[config.mk]
export PLATFORM = sky130hd
export DESIGN_NAME = alu_seq_flat
export DESIGN_NICKNAME = d
export VERILOG_FILES = /design/src/rtl/alu_seq_if.sv /design/src/rtl/alu_seq.sv /design/src/flat_wrapper.sv
export SDC_FILE = /design/constraint.sdc
export NUM_CORES = 1
export LEC_CHECK = 0
export BUFFER_PORTS_ARGS = -buffer_cell sky130_fd_sc_hd__buf_2
export CORE_ASPECT_RATIO = 1.5
export CORE_MARGIN = 5
export CORE_UTILIZATION = 60
export CTS_CLUSTER_DIAMETER = 30
export DETAILED_ROUTE_END_ITERATION = 6
export PLACE_DENSITY = 0.82
export SETUP_SLACK_MARGIN = 0.15
export SLEW_MARGIN = 20
export SYNTH_ARGS = -nofsm -noshare
export SYNTH_HDL_FRONTEND = slang
export SYNTH_SLANG_ARGS = --single-unit
[constraint.sdc]
create_clock -name clk -period 5.8 [get_ports clk]
set_clock_uncertainty 0.05 [all_clocks]
set_input_delay 0.58 -clock clk [delete_from_list [all_inputs] [get_ports clk]]
set_output_delay 0.58 -clock clk [all_outputs]
set_load 0.01 [all_outputs]
[src/rtl/alu_seq_if.sv]
// Handshake and result bundle between the register-read stage, alu_seq and writeback.
// The issuing/consuming side uses master; the ALU uses slave.
interface alu_seq_if #(
  parameter int WIDTH = 32
) ();
  logic             in_valid;
  logic             in_ready;
  logic [2:0]       op;
  logic [WIDTH-1:0] a;
  logic [WIDTH-1:0] b;
  logic             out_valid;
  logic             out_ready;
  logic [WIDTH-1:0] result;
  logic             negative;
  logic             zero;
  logic             carry_out;
  logic             overflow;
  logic             busy;

  modport slave (
    input  in_valid, op, a, b, out_ready,
    output in_ready, out_valid, result, negative, zero, carry_out, overflow, busy
  );

  modport master (
    output in_valid, op, a, b, out_ready,
    input  in_ready, out_valid, result, negative, zero, carry_out, overflow, busy
  );
endinterface

[src/rtl/alu_seq.sv]
// Handshaked ALU with registered result/NZCV flags; SLL/SRL iterate one bit per cycle.
// SHIFT doubles as the one-cycle evaluate state (counter at zero) for every op.
module alu_seq #(
  parameter int WIDTH = 32,
  parameter int SHW   = $clog2(WIDTH)
) (
  input  logic       clk,
  input  logic       reset_n,
  alu_seq_if.slave   bus
);
  localparam logic [2:0] OP_ADD = 3'b000;
  localparam logic [2:0] OP_XOR = 3'b001;
  localparam logic [2:0] OP_SUB = 3'b010;
  localparam logic [2:0] OP_SLT = 3'b011;
  localparam logic [2:0] OP_AND = 3'b100;
  localparam logic [2:0] OP_OR  = 3'b101;
  localparam logic [2:0] OP_SLL = 3'b110;

  typedef enum logic [1:0] {S_IDLE = 2'd0, S_SHIFT = 2'd1, S_DONE = 2'd2} state_t;

  state_t           state_q, state_d;
  logic [SHW-1:0]   cnt_q, cnt_d;
  logic [2:0]       op_q;
  logic [WIDTH-1:0] a_q, b_q;
  logic             sh_c_q;
  logic [WIDTH-1:0] result_q, res_d;
  logic             n_q, z_q, c_q, v_q;
  logic             c_d, v_d;
  logic             accept, step, eval, sub, v_add;
  logic [WIDTH-1:0] bx;
  logic [WIDTH:0]   sum;

  assign accept = bus.in_valid && bus.in_ready;
  assign step   = (state_q == S_SHIFT) && (cnt_q != '0);
  assign eval   = (state_q == S_SHIFT) && (cnt_q == '0);

  // Control state
  always_ff @(posedge clk or negedge reset_n) begin
    if (!reset_n) begin
      state_q <= S_IDLE;
      cnt_q   <= '0;
    end else begin
      state_q <= state_d;
      cnt_q   <= cnt_d;
    end
  end

  always_comb begin
    state_d = state_q;
    cnt_d   = cnt_q;
    case (state_q)
      S_IDLE:  if (accept) state_d = S_SHIFT;
      S_SHIFT: if (cnt_q == '0) state_d = S_DONE;
      S_DONE:  if (bus.out_ready) state_d = bus.in_valid ? S_SHIFT : S_IDLE;
      default: state_d = S_IDLE;
    endcase
    if (accept) begin
      cnt_d = (bus.op[2:1] == 2'b11) ? bus.b[SHW-1:0] : '0;
    end else if (step) begin
      cnt_d = cnt_q - SHW'(1);
    end
  end

  always_comb begin
    bus.in_ready  = (state_q == S_IDLE) || ((state_q == S_DONE) && bus.out_ready);
    bus.out_valid = (state_q == S_DONE);
    bus.busy      = step;
    bus.result    = result_q;
    bus.negative  = n_q;
    bus.zero      = z_q;
    bus.carry_out = c_q;
    bus.overflow  = v_q;
  end

  // Captured operands; a_q also serves as the shift accumulator
  always_ff @(posedge clk) begin
    if (accept) begin
      op_q   <= bus.op;
      a_q    <= bus.a;
      b_q    <= bus.b;
      sh_c_q <= 1'b0;
    end else if (step) begin
      if (op_q == OP_SLL) begin
        sh_c_q <= a_q[WIDTH-1];
        a_q    <= {a_q[WIDTH-2:0], 1'b0};
      end else begin
        sh_c_q <= a_q[0];
        a_q    <= {1'b0, a_q[WIDTH-1:1]};
      end
    end
  end

  assign sub   = (op_q == OP_SUB) || (op_q == OP_SLT);
  assign bx    = sub ? ~b_q : b_q;
  assign sum   = {1'b0, a_q} + {1'b0, bx} + {{WIDTH{1'b0}}, sub};
  assign v_add = (a_q[WIDTH-1] == bx[WIDTH-1]) && (sum[WIDTH-1] != a_q[WIDTH-1]);

  always_comb begin
    res_d = sum[WIDTH-1:0];
    c_d   = sum[WIDTH];
    v_d   = v_add;
    case (op_q)
      OP_ADD, OP_SUB: begin
        res_d = sum[WIDTH-1:0];
      end
      OP_SLT: begin
        res_d = {{(WIDTH-1){1'b0}}, sum[WIDTH-1] ^ v_add};
      end
      OP_XOR: begin
        res_d = a_q ^ b_q;
        c_d   = 1'b0;
        v_d   = 1'b0;
      end
      OP_AND: begin
        res_d = a_q & b_q;
        c_d   = 1'b0;
        v_d   = 1'b0;
      end
      OP_OR: begin
        res_d = a_q | b_q;
        c_d   = 1'b0;
        v_d   = 1'b0;
      end
      default: begin
        res_d = a_q;
        c_d   = sh_c_q;
        v_d   = 1'b0;
      end
    endcase
  end

  // Result and flags change only on the edge that enters DONE
  always_ff @(posedge clk or negedge reset_n) begin
    if (!reset_n) begin
      result_q <= '0;
      n_q      <= 1'b0;
      z_q      <= 1'b0;
      c_q      <= 1'b0;
      v_q      <= 1'b0;
    end else if (eval) begin
      result_q <= res_d;
      n_q      <= res_d[WIDTH-1];
      z_q      <= (res_d == '0);
      c_q      <= c_d;
      v_q      <= v_d;
    end
  end
endmodule

[src/flat_wrapper.sv]
// flat-port wrapper written by rule: the top's interface ports become plain ports
module alu_seq_flat 
#(
  parameter int WIDTH = 32,
  parameter int SHW   = $clog2(WIDTH)
)
  (clk, reset_n, bus_in_valid, bus_op, bus_a, bus_b, bus_out_ready, bus_in_ready, bus_out_valid, bus_result, bus_negative, bus_zero, bus_carry_out, bus_overflow, bus_busy);
  alu_seq_if #(.WIDTH(WIDTH)) bus_i ();
  input  logic clk;
  input  logic reset_n;
  input wire logic [$bits(bus_i.in_valid)-1:0] bus_in_valid;
  input wire logic [$bits(bus_i.op)-1:0] bus_op;
  input wire logic [$bits(bus_i.a)-1:0] bus_a;
  input wire logic [$bits(bus_i.b)-1:0] bus_b;
  input wire logic [$bits(bus_i.out_ready)-1:0] bus_out_ready;
  output wire logic [$bits(bus_i.in_ready)-1:0] bus_in_ready;
  output wire logic [$bits(bus_i.out_valid)-1:0] bus_out_valid;
  output wire logic [$bits(bus_i.result)-1:0] bus_result;
  output wire logic [$bits(bus_i.negative)-1:0] bus_negative;
  output wire logic [$bits(bus_i.zero)-1:0] bus_zero;
  output wire logic [$bits(bus_i.carry_out)-1:0] bus_carry_out;
  output wire logic [$bits(bus_i.overflow)-1:0] bus_overflow;
  output wire logic [$bits(bus_i.busy)-1:0] bus_busy;
  assign bus_i.in_valid = bus_in_valid;
  assign bus_i.op = bus_op;
  assign bus_i.a = bus_a;
  assign bus_i.b = bus_b;
  assign bus_i.out_ready = bus_out_ready;
  assign bus_in_ready = bus_i.in_ready;
  assign bus_out_valid = bus_i.out_valid;
  assign bus_result = bus_i.result;
  assign bus_negative = bus_i.negative;
  assign bus_zero = bus_i.zero;
  assign bus_carry_out = bus_i.carry_out;
  assign bus_overflow = bus_i.overflow;
  assign bus_busy = bus_i.busy;
  alu_seq #(.WIDTH(WIDTH), .SHW(SHW)) u_core (.clk(clk), .reset_n(reset_n), .bus(bus_i));
endmodule
==> results.cfg <==
[run_status]
status = complete, no violations

[power]
p_clk_frac = 0.104
comb_power_share = 0.628
switchingPower_mw = 2.97
p_leak_nw = 4.70
power_mw = 5.96
p_seq_frac = 0.268
internal_power_mw = 2.98
p_per_area_mw_per_mm2 = 578
p_sw_frac = 0.500
irDropWorstVdd_uv = 599

[critical_path]
slowest_delay_ps = 430
path_cells = buf_4 -> nor2b_4 -> buf_4 -> xnor2_1 -> ha_1 -> a21oi_1 -> o211ai_1 -> a21boi_2 -> o22ai_2 -> o311a_1 -> or3_1 -> a311o_1 -> nor4_1 -> nand4_1 -> nand2_1
critPathKind = register to register
cp.required_ps = 6060
start_kind = register
crit_top_cell = buf_4
critPathArrivalTime_ps = 4690
cp_max_fo = 18
cp-end-kind = register
worst_path_max_delay_cell = nor2b_4

[clock_tree]
htree_num_levels = 3
cts_setup_buffers = 0
clkTransAtPathRegs_ps = 80
cts.hold.buffers_added = 0
clock-sinks = 110
clockBufferDepth = 2
clock_latency_ps = 370
cts-root-buf = clkbuf_16
cts_tree = done
cts_inserted_buffers = 9
cts_resized = 0

[timing]
finalSetupTns_ps = 0
setup_ws_ps = 1370
post-route-period-util = 0.764
setup_viol = 0
maxSlewViolCount = 0
worst_pin_slew_ps = 1050
grt_setup_unrepaired = no
fin_crit_ps = 4430
fmax_mhz = 226
timing_hold_violations_final = 0
slew_headroom = 0.303

[detailed_routing]
dr.pass1.iters = 5
routedWlPerCell_um = 19.5
drt_iter0_markers = 738
drc = 0
vias = 8300
detail-route-antenna-nets = 0
wirelength_um = 26500
vias_per_cell = 6.12

[layout]
area_delta_synth_final_pct = 10.6
fin_util = 0.678
layoutNonFillerInstCount = 1356
drive_above_1_share = 0.154
antenna_cells = 0
nets = 1324

[place]
dp_slack_ps = 1480
numPortBuffers = 109
placed_cells = 1340
gp_congestion = 0.969
hpwl_um = 20200

[flow_run]
maxCapViolations = 0

[yosys]
synth_top_area_frac = 0.216
yosysTopAreaCell = edfxtp_1
yosysUniqueCellTypes = 86
yosysWarnings = 0
synth.area.top_cells = edfxtp_1, ha_1, dfrtp_1
synth_nets = 1251
async_flop_share = 0.382
postSynthCellCount = 1079
postSynthAreaPerCell_sq_um = 8.64
yosysSeqAreaShare = 0.331
synth_flop_cell = edfxtp_1
ys_top_cells_by_count = nand2_1, o21ai_0, ha_1
yosysMostFrequentCell = nand2_1
synth-edff-count = 67
syn_area_sq_mm = 0.00932
ys_seq_elements = 110

[global_route]
grt_max_degree = 105
grt_pass1_vias = 8113
overflow = 0
grt_first_pass_wirelength_um = 42000
grt_usage = 0.288
antenna_found_initial = 0

[die]
rows = 55
dieArea_sq_mm = 0.0182
die_h_um = 163
die_x_um = 112
pin_count = 110
start_util = 0.613
core_area_sq_mm = 0.0152

[worst_hold_path]
hold_class = input port to async pin
[routing by layer]
| layer | global-route usage | part of all wire | vias up |
|---|---|---|---|
| met4 | 0.0985 | 0.027 | 0 |
| met2 | 0.480 | 0.48 | 358 |
| met5 | 0 | 0 | - |
| met3 | 0.0413 | 0.075 | 58 |
| li1 | - | - | 4024 |
| met1 | 0.386 | 0.42 | 3860 |
[final timing paths]
path / slack, ps / cells after the start / end / from
max: 1370 / 15 / u_core.bus.zero$_DFFE_PN0P_ / u_core.op_q[1]$_DFFE_PP_
min: 150 / 1 / u_core.bus.result[5]$_DFFE_PN0P_ / reset_n
max reg2reg: 1370 / 15 / u_core.bus.zero$_DFFE_PN0P_ / u_core.op_q[1]$_DFFE_PP_
min reg2reg: 420 / 2 / u_core.bus.result[0]$_DFFE_PN0P_ / u_core.bus.result[0]$_DFFE_PN0P_
max in group asynchronous: 5160 / 1 / u_core.bus.result[30]$_DFFE_PN0P_ / reset_n
min in group clk: 330 / 1 / u_core.b_q[24]$_DFFE_PP_ / bus_b[24]
[area by class of cell]
cell class                 count  area [sq um]
inverter                      80           300
fill                        1292          4900
multi-input combinational    825          5700
sequential                   110          3080
timing repair buffer         126           676
tap                          199           249
clock buffer                  10           239
clock inverter                 6          63.8
[power by group through the flow]
| stage | clock [mW] | combinational (mW) | sequential, mW |
|---|---|---|---|
| after floorplan | 0 | 2.68 | 1.52 |
| after global placement | 0 | 3.63 | 1.59 |
| after detailed placement | 0 | 3.66 | 1.60 |
| after CTS | 0.632 | 3.69 | 1.58 |
| after global routing | 0.663 | 4.13 | 1.63 |
| final | 0.622 | 3.74 | 1.59 |
[stage by stage]
| step | instance area, sq um | hold slack [ps] |
|---|---|---|
| 2_1_floorplan | 9320 | 234 |
| 3_3_place_gp | 10000 | 406 |
| 3_5_place_dp | 10000 | 409 |
| 4_1_cts | 10300 | 326 |
| 5_1_grt | 10300 | 201 |
| 6_report | 10300 | 150 |
[cell usage in the layout, fill, tap and decap left out, types with 5 or more instances in the layout]
cell and n:
and3_1 9, a31oi_1 9, nor3_1 13, inv_1 79
mux2i_1 30, o211ai_1 9, or3_1 5, nand2_1 144
mux2_2 9, nor2b_1 21, ha_1 100, buf_4 18
xnor2_1 42, nand4_1 12, nand2b_1 6, a211oi_1 7
o31ai_1 7, dfrtp_1 42, o22ai_1 14, buf_2 108
a2bb2oi_1 9, nand3_1 17, o21a_1 9, edfxtp_1 67
and2_1 6, clkbuf_16 9, nor2_1 50, o21ai_0 118
a21o_1 8, a21oi_1 74, a221oi_1 6, a22oi_1 9
[registers in the layout, summed over array words and instances (netlist names)]
name,cells
u_core.bus.zero,1
u_core.cnt_q,5
u_core.bus.negative,1
u_core.a_q,32
u_core.sh_c_q,1
u_core.bus.overflow,1
u_core.bus.carry_out,1
u_core.b_q,32
u_core.bus.result,31
u_core.op_q,3
u_core.state_q,2
[cells by family (layout without fill, tap and decap cells)]
family | after synthesis | in the layout | synth area share
XOR/XNOR | 44 | 44 | 0.0413
buffers and inverters | 144 | 222 | 0.0603
flip-flops | 110 | 110 | 0.331
multiplexers | 39 | 39 | 0.0431
adder cells (fa/ha/maj) | 101 | 101 | 0.136
AND/OR/NAND/NOR | 302 | 302 | 0.149
AO/OA/AOI/OAI | 339 | 339 | 0.239
[worst max-delay path: cells and delay by family, from the launching register on]
family,cells,cell delay (ps)
flip-flops,1,330
buffers and inverters,2,580
AND/OR/NAND/NOR,5,1240
adder cells (fa/ha/maj),1,280
XOR/XNOR,1,180
AO/OA/AOI/OAI,6,1710
Note: power is estimated with default switching activity, not from simulation.
